`src/rtl/shift_sched_pkg.sv`:
```
// Shared types and defaults for the shift-chain scheduler.
package shift_sched_pkg;

    typedef enum logic [1:0] {
        IDLE  = 2'd0,
        SHIFT = 2'd1,
        DONE  = 2'd2
    } state_t;

    localparam int unsigned DEF_NREQ  = 4;
    localparam int unsigned DEF_WIDTH = 8;
    localparam int unsigned DEF_DEPTH = 4;

    // Counter spans 0 .. width+depth-1 (serialise plus chain flush).
    function automatic int unsigned cnt_width(input int unsigned width,
                                              input int unsigned depth);
        return $clog2(width + depth);
    endfunction

endpackage

```
`src/rtl/rr_arbiter.sv`:
```
// Round-robin arbiter: first request at or after the pointer wins, wrapping.
module rr_arbiter #(
    parameter int unsigned NREQ = 4
) (
    input  logic [NREQ-1:0]         req_i,
    input  logic [$clog2(NREQ)-1:0] ptr_i,
    output logic [NREQ-1:0]         gnt_o,
    output logic [$clog2(NREQ)-1:0] idx_o,
    output logic                    valid_o
);

    localparam int unsigned IDX_W = $clog2(NREQ);

    always_comb begin
        int unsigned j;
        logic        found;
        gnt_o   = '0;
        idx_o   = '0;
        valid_o = 1'b0;
        found   = 1'b0;
        j       = 0;
        for (int unsigned i = 0; i < NREQ; i++) begin
            j = 32'(ptr_i) + i;
            if (j >= NREQ) begin
                j = j - NREQ;
            end
            if (!found && req_i[j]) begin
                found    = 1'b1;
                gnt_o[j] = 1'b1;
                idx_o    = IDX_W'(j);
            end
        end
        valid_o = found;
    end

endmodule

```
`src/rtl/shift_chain_sched.sv`:
```
// Round-robin scheduler sharing one serial shift chain among NREQ requesters.
// Optional LOOPBACK_CHECK_EN adds the err output comparing rx_data with the sent word.
module shift_chain_sched
    import shift_sched_pkg::*;
#(
    parameter int unsigned NREQ  = DEF_NREQ,
    parameter int unsigned WIDTH = DEF_WIDTH,
    parameter int unsigned DEPTH = DEF_DEPTH
) (
    input  logic                    clk,
    input  logic                    reset,
    input  logic [NREQ-1:0]         req,
    input  logic [NREQ*WIDTH-1:0]   req_data,
    output logic [NREQ-1:0]         gnt,
    output logic                    sh_in,
    input  logic                    sh_out,
    output logic                    busy,
    output logic                    done,
    output logic [WIDTH-1:0]        rx_data,
    output logic [$clog2(NREQ)-1:0] owner
`ifdef LOOPBACK_CHECK_EN
    ,
    output logic                    err
`endif
);

    localparam int unsigned IDX_W = $clog2(NREQ);
    localparam int unsigned CNT_W = cnt_width(WIDTH, DEPTH);
    localparam int unsigned LAST  = WIDTH + DEPTH - 1;

    state_t             state_q, state_d;
    logic [CNT_W-1:0]   cnt_q, cnt_d;
    logic [IDX_W-1:0]   ptr_q, ptr_d;
    logic [IDX_W-1:0]   owner_q, owner_d;
    logic [WIDTH-1:0]   tx_q, tx_d;
    logic               sh_in_q, sh_in_d;
    logic [WIDTH-2:0]   rx_sh_q, rx_sh_d;
    logic [WIDTH-1:0]   rx_data_q, rx_data_d;
    logic [WIDTH-1:0]   rx_next;
    logic [WIDTH-1:0]   sel_word;

    logic [NREQ-1:0]    arb_gnt;
    logic [IDX_W-1:0]   arb_idx;
    logic               arb_valid;

    rr_arbiter #(
        .NREQ (NREQ)
    ) u_arb (
        .req_i   (req),
        .ptr_i   (ptr_q),
        .gnt_o   (arb_gnt),
        .idx_o   (arb_idx),
        .valid_o (arb_valid)
    );

    always_comb begin
        sel_word = '0;
        for (int unsigned i = 0; i < NREQ; i++) begin
            if (arb_gnt[i]) begin
                sel_word = sel_word | req_data[i*WIDTH +: WIDTH];
            end
        end
    end

    assign rx_next = {sh_out, rx_sh_q};

    // sh_in is registered one cycle ahead: tx_q always holds the bits still to send.
    always_comb begin
        state_d   = state_q;
        cnt_d     = cnt_q;
        ptr_d     = ptr_q;
        owner_d   = owner_q;
        tx_d      = tx_q;
        sh_in_d   = 1'b0;
        rx_sh_d   = rx_sh_q;
        rx_data_d = rx_data_q;
        case (state_q)
            IDLE: begin
                if (arb_valid) begin
                    state_d = SHIFT;
                    cnt_d   = '0;
                    owner_d = arb_idx;
                    ptr_d   = (32'(arb_idx) == NREQ - 1) ? '0 : arb_idx + 1'b1;
                    tx_d    = sel_word >> 1;
                    sh_in_d = sel_word[0];
                end
            end
            SHIFT: begin
                if (cnt_q >= CNT_W'(DEPTH)) begin
                    rx_sh_d = rx_next[WIDTH-1:1];
                end
                if (cnt_q == CNT_W'(LAST)) begin
                    state_d   = DONE;
                    cnt_d     = '0;
                    rx_data_d = rx_next;
                end else begin
                    cnt_d   = cnt_q + 1'b1;
                    sh_in_d = tx_q[0];
                    tx_d    = tx_q >> 1;
                end
            end
            DONE: begin
                state_d = IDLE;
            end
            default: begin
                state_d = IDLE;
            end
        endcase
    end

    always_ff @(posedge clk or negedge reset) begin
        if (!reset) begin
            state_q   <= IDLE;
            cnt_q     <= '0;
            ptr_q     <= '0;
            owner_q   <= '0;
            tx_q      <= '0;
            sh_in_q   <= 1'b0;
            rx_sh_q   <= '0;
            rx_data_q <= '0;
        end else begin
            state_q   <= state_d;
            cnt_q     <= cnt_d;
            ptr_q     <= ptr_d;
            owner_q   <= owner_d;
            tx_q      <= tx_d;
            sh_in_q   <= sh_in_d;
            rx_sh_q   <= rx_sh_d;
            rx_data_q <= rx_data_d;
        end
    end

    always_comb begin
        gnt = '0;
        if (state_q == SHIFT && cnt_q == '0) begin
            gnt[owner_q] = 1'b1;
        end
    end

    assign sh_in   = sh_in_q;
    assign busy    = (state_q != IDLE);
    assign done    = (state_q == DONE);
    assign rx_data = rx_data_q;
    assign owner   = owner_q;

`ifdef LOOPBACK_CHECK_EN
    logic [WIDTH-1:0] word_q;
    logic             err_q;

    // err is decided on the same edge that loads rx_data, so both are valid with done.
    always_ff @(posedge clk or negedge reset) begin
        if (!reset) begin
            word_q <= '0;
            err_q  <= 1'b0;
        end else begin
            if (state_q == IDLE && arb_valid) begin
                word_q <= sel_word;
            end
            if (state_q == SHIFT && cnt_q == CNT_W'(LAST)) begin
                err_q <= (rx_next != word_q);
            end
        end
    end

    assign err = err_q;
`endif

endmodule
```
`config.mk`:
```
export PLATFORM = sky130hd
export DESIGN_NAME = shift_chain_sched
export DESIGN_NICKNAME = d
export VERILOG_FILES = /design/src/rtl/shift_sched_pkg.sv /design/src/rtl/rr_arbiter.sv /design/src/rtl/shift_chain_sched.sv
export SDC_FILE = /design/constraint.sdc
export NUM_CORES = 1
export LEC_CHECK = 0
export ABC_AREA = 1
export CAP_MARGIN = 5
export CORE_MARGIN = 1.5
export CORE_UTILIZATION = 45
export CTS_CLUSTER_SIZE = 8
export DETAILED_ROUTE_END_ITERATION = 10
export PLACE_DENSITY = 0.75
export SLEW_MARGIN = 20
export SYNTH_ARGS = -nofsm -noshare
export SYNTH_HDL_FRONTEND = slang
export SYNTH_SLANG_ARGS = --single-unit
```
`constraint.sdc`:
```
create_clock -name clk -period 3.05 [get_ports clk]
set_clock_uncertainty 0.2 [all_clocks]
set_input_delay 0.4575 -clock clk [delete_from_list [all_inputs] [get_ports clk]]
set_output_delay 0.4575 -clock clk [all_outputs]
set_load 0.01 [all_outputs]
```
-- Word level (Yosys, flattened, before mapping)
Cells that the tools add are included.
- $add $sub $neg: 9
- order comparisons: 15
- equality and inequality tests: 7
- multiplexer cells: 52
- bitwise logic cells: 6
- reductions and logical operators: 22
- operator list (operator ; number):
    $ge A32 B1 Y1 const B ; 4
    $lt A32 B3 Y1 const B ; 4
    $mux W32 ; 4
    $ge A32 B3 Y1 const B ; 3
    $sub A32 B3 Y32 const B ; 3
    $mux W8 ; 6
    $mux W4 ; 7
    $or A8 B8 Y8 ; 3
    $pmux W8 S2 ; 1
    $mux W1 ; 15
    $mux W2 ; 7
    $or A4 B4 Y4 ; 3
    $demux W1 S2 ; 5
    $reduce_and A2 Y1 ; 5
    $logic_and A1 B1 Y1 ; 9
    $bmux W1 S2 ; 4
    $pmux W4 S2 ; 1
    $add A2 B2 Y3 const B ; 2
    $ne A2 B2 Y1 const B ; 3
    $add A4 B1 Y4 const B ; 1
    $eq A2 B2 Y1 const B ; 2
    $eq A4 B4 Y1 const B ; 1
    $ge A4 B3 Y1 const B ; 1
    $logic_not A4 Y1 ; 1
    13 further kinds ; 16
- register bits after elaboration: 34
- input port bits: 39
- word-level logic and storage cells: 119

-- Logic depth before layout (Yosys ltp)
- word-level depth: 23
- depth in mapped cells: 16
- depth with buffers taken out: 16

-- Modules after synthesis
Synthesis repeated with hierarchy kept, for this count alone.
- cells, all modules: 305
- area total of the unflattened synthesis: 2240.9 µm²
- modules (own cells, without submodules) (module ; times used ; cells each ; area each (µm²)):
    shift_chain_sched ; 1 ; 228 ; 1762.9
    rr_arbiter ; 1 ; 77 ; 478.0

-- Worst setup path before layout
Ideal clock, no wire load.
- kind: register to register
- from: register ptr_q[0]
- to: register ptr_q[1]
- arrival time: 1984 ps
- path slack: 737 ps
- cell stages (with the launch flop): 13
- period minus slack after synthesis: 2313 ps
- path through: dfrtp_1 inv_2 ha_1 inv_1 nand3_1 nand2_1 nand3_1 nor2_1 nand2_1 a41oi_1 ha_1 nand2_1 o21ai_0
- word-level cells in the longest chain between the ends: 16
- elaborated cells on any way between the ends: 41
- classes of those cells: add/sub (8); order compare (4); eq/ne (1); mux (21); reduce/logical (7)
- RTL lines (element ; line ; text):
    start: declaration ; shift_chain_sched.sv:33 ; logic [IDX_W-1:0] ptr_q, ptr_d;
    start signal: assignment ; shift_chain_sched.sv:124 ; ptr_q <= ptr_d;
    branches (longest 13 deep; another with $sub A32 B3 Y32) ; n/a ;
    $mux W2 * ; rr_arbiter.sv:27 ; if (!found && req_i[j]) begin
    via arb_idx[1] ; shift_chain_sched.sv:43 ; logic [IDX_W-1:0] arb_idx;
    $add A2 B1 Y2 / $eq A2 B2 Y1 (equally long branches) ; shift_chain_sched.sv:83 ; ptr_d = (32'(arb_idx) == NREQ - 1) ? '0 : arb_idx + 1'b1;
    $mux W2 * ; shift_chain_sched.sv:83 ;
Mark *: on every way through the listed nets, which the timed path passes. The select of a mux whose other input is x is not followed.
A chain may end at the register's enable or synchronous reset.

-- Worst setup path after layout
Same ends and word-level chain as after synthesis.

==> results.md <==
* Status: complete, no violations
* Longest Clk Path Bufs at 2
* Top cell by count, worst path: nand2_1
* Power share of the combinational group at between 50% and 60%
* Filler Cells Inserted at 396
* RSZ-0062 raised after global routing: false
* CTS buffer count at 5
* Post_cts resized at 0
* Syn Inst Count at 278
* GRT Total Usage at 20.40%
* Reg area at slightly above 800 um^2
* Layout cells sized above 1 at under 10%
* Post-DP HPWL at 3549 um
* Antenna diode count at 0
* Max incr delay on CP at 0.49 ns
* Crit end category: register
* DIE WIDTH at 70.61 um
* Die area at 4986 um^2
* IO buf count at 55
* H-tree levels at 2
* CP Buf/Inv Count at 2
* Unique cell type count in the Yosys netlist at 28
* Flop pwr share at 26.2%
* Hold-fix buffers, CTS at 0
* Sequential area share after synthesis at 40.15%
* Setup bufs post-CTS at 0
* Initial antenna violation count at 0
* Pwr Density at between 1000 and 1500 nW/um^2
* Area added between synthesis and finish at 35.40%
* Sw Share at a little under half
* Slew headroom at 50.12%
* Clock power frac at 14.1%
* Overall routed net length at 4737 um
* Worst-path maximum fanout at 8
* Pint at roughly 1.6 mW
* Synthesis-stage register bit count at 33
* Crit share post-route at between 80% and 90%
* CP top delay family: adder cells
* Clock sinks at 33
* Clk root buf: clkbuf_8
* 1st-iter DRT viols at 164
* Peak VDD IR at 0.5918 mV
* Leakage at 1.321 nW
* CP Cell Sequence: inv_2 -> ha_1 -> inv_1 -> nand3_1 -> nand2_1 -> nor2_2 -> nand2_1 -> a41oi_1 -> ha_1 -> nand2_1 -> o21ai_0
* CTS tree: done
* Synth warn at 0
* Syn_nets at 324
* Actual slew at the worst max-slew pin at 0.7432 ns
* Core area at 4384 um^2
* Cell Area, Synth at 2057 um^2
* Worst skew pair latency at ~0.28 ns
* Worst EP arrival at ~2.6 ns
* FMAX at 0.3866 GHz
* Multi-input logic area at 1101 um^2
* Slowest cell on the critical path: dfrtp_1
* Final Max Tran Viols at 0
* Vias at 1,975
* Initial Utilization at 46.92%
* Avg Vias per Cell at 5.051
* # setup viols final at 0
* Final Hold Fails at 0
* Worst reg2reg path depth at 11
* Minimum clock period at 2.587 ns
* Wire length of the first global-routing pass at 8231 um
* CP Launch Type: register
* Placed Cells at 383
* Final non-filler cell total at 391
* Grt total ovfl at 0
* Die Y-Extent at 70.61 um
* Vias in the first global route at 1,847
* WP depth at 11
* DRC at 0
* Critical Path RT at 3.01 ns
* Worst min path class: register to register
* Detail Route Antenna Nets at 0
* Layout net count at between 300 and 400
* Hold Path Stages at 2
* Crit path kind: register to register
* Avg Inst Size Synth at 7.399 um^2
* Routed len/inst at approximately 12 um
* Row Count at 24
* DRT Pass-1 Iters at 4
* Final GP Congestion at 0.9393
* Pin count of the biggest net entering global routing at 34
* Max cap viols at 0
* Switch Pwr at between 1 and 1.5 mW
* Setup TNS at 0 ns
* I/O pin cnt at 56
* Clk slew on worst S/H paths at 0.06 ns
-- worst paths after layout --
check | startpoint | end | slack [ns]
max | ptr_q[0] | ptr_q[1] | 0.46
min | rx_data[2] | rx_data[2] | 0.28
max reg2reg | ptr_q[0] | ptr_q[1] | 0.46
min reg2reg | rx_data[2] | rx_data[2] | 0.28
max in group asynchronous | reset | rx_data[4] | 1.98
min in group asynchronous | reset | tx_q[3] | 0.36
-- layout by cell type (no fill, tap or decap), drive strengths merged --
cell type      netlist  routed
nand2              113     113
clkdlybuf4s50        0      55
dfrtp               33      33
inv                 31      31
nand3               21      21
o21ai               21      21
nor2                13      13
ha                   7       7
clkbuf               3       7
nand4                6       6
o2111ai              6       6
o21bai               6       6
nor3                 5       5
a21boi               4       4
a21oi                3       3
o22ai                2       2
a41oi                1       1
o31ai                1       1
o21a                 1       1
xor2                 1       1
bufinv               0       1
buf                  0       1
-- cell type report --
class,count,share of cell area (%)
clock buffer,7,3.100
tap,52,2.336
clock inverter,1,1.078
timing repair buffer,56,20.04
inverter,31,4.268
multi-input combinational,211,39.53
sequential,33,29.65
-- sequential cells by signal, summed over array words and instances (netlist names) --
signal,count
cnt_q,4
ptr_q,2
rx_sh_q,7
state_q,2
owner,2
sh_in,1
rx_data,8
tx_q,7
-- logic make-up after synthesis --
kind of cell	count (synthesis)	share of synthesized area, %
simple gates	158	35.04
compound gates	45	13.81
buf+inv	34	6.326
flops	33	40.15
fa+ha+maj	7	4.258
xor+xnor	1	0.4259
-- cell usage after synthesis, drive strengths merged --
library cell  count  area share, %
dfrtp            33             40
nand3            21            5.6
a21oi             3           0.73
o2111ai           6            2.6
nor2             13            4.4
a41oi             1           0.43
nand4             6            1.8
xor2              1           0.43
o22ai             2           0.61
o21a              1           0.37
clkbuf            3           0.55
o21bai            6            2.2
nand2           113             22
a21boi            4            1.5
o31ai             1           0.37
inv              31            5.8
o21ai            21            5.1
nor3              5            1.2
ha                7            4.3
-- tightest hold or removal path, delay by kind of cell, from the launching register on --
| family | cells | cell delay [ns] |
|---|---|---|
| and+or+nand+nor | 1 | 0.05 |
| DFF | 1 | 0.34 |
| AOI/OAI and AO/OA | 1 | 0.06 |
-- per-layer routing --
layer	track usage [%]	vias to the layer above	wire (um)	part of all wire [%]
met5	0	-	0	0
met4	5.031	0	46	0.97
met3	5.271	5	363	7.7
met2	32.70	64	2061	44
met1	28.03	872	2265	48
li1	-	1034	-	-
-- power by group through the flow --
| stage | registers (mW) | logic, mW | clock network, mW |
|---|---|---|---|
| after detailed placement | 0.784 | 1.78 | 0 |
| after global placement | 0.781 | 1.76 | 0 |
| after CTS | 0.779 | 1.79 | 0.431 |
| after global routing | 0.805 | 2.04 | 0.449 |
| final | 0.780 | 1.78 | 0.419 |
| after floorplan | 0.791 | 1.25 | 0 |
-- per-stage QoR --
| stage | setup WS [ns] | power [mW] | utilization, % | area [um^2] | hold WS [ns] |
|---|---|---|---|---|---|
| after floorplan | 0.7371 | 2.041 | - | 2057 | -0.03809 |
| after global placement | 0.3974 | 2.536 | 60.87 | 2669 | 0.2629 |
| after detailed placement | 0.3683 | 2.569 | 60.87 | 2669 | 0.2646 |
| after CTS | 0.4442 | 3.003 | 63.53 | 2785 | 0.2906 |
| after global routing | 0.2129 | 3.298 | 63.53 | 2785 | 0.3102 |
| final | 0.4631 | 2.982 | 63.53 | 2785 | 0.2839 |
No activity file was read; power rests on OpenSTA's default activity.
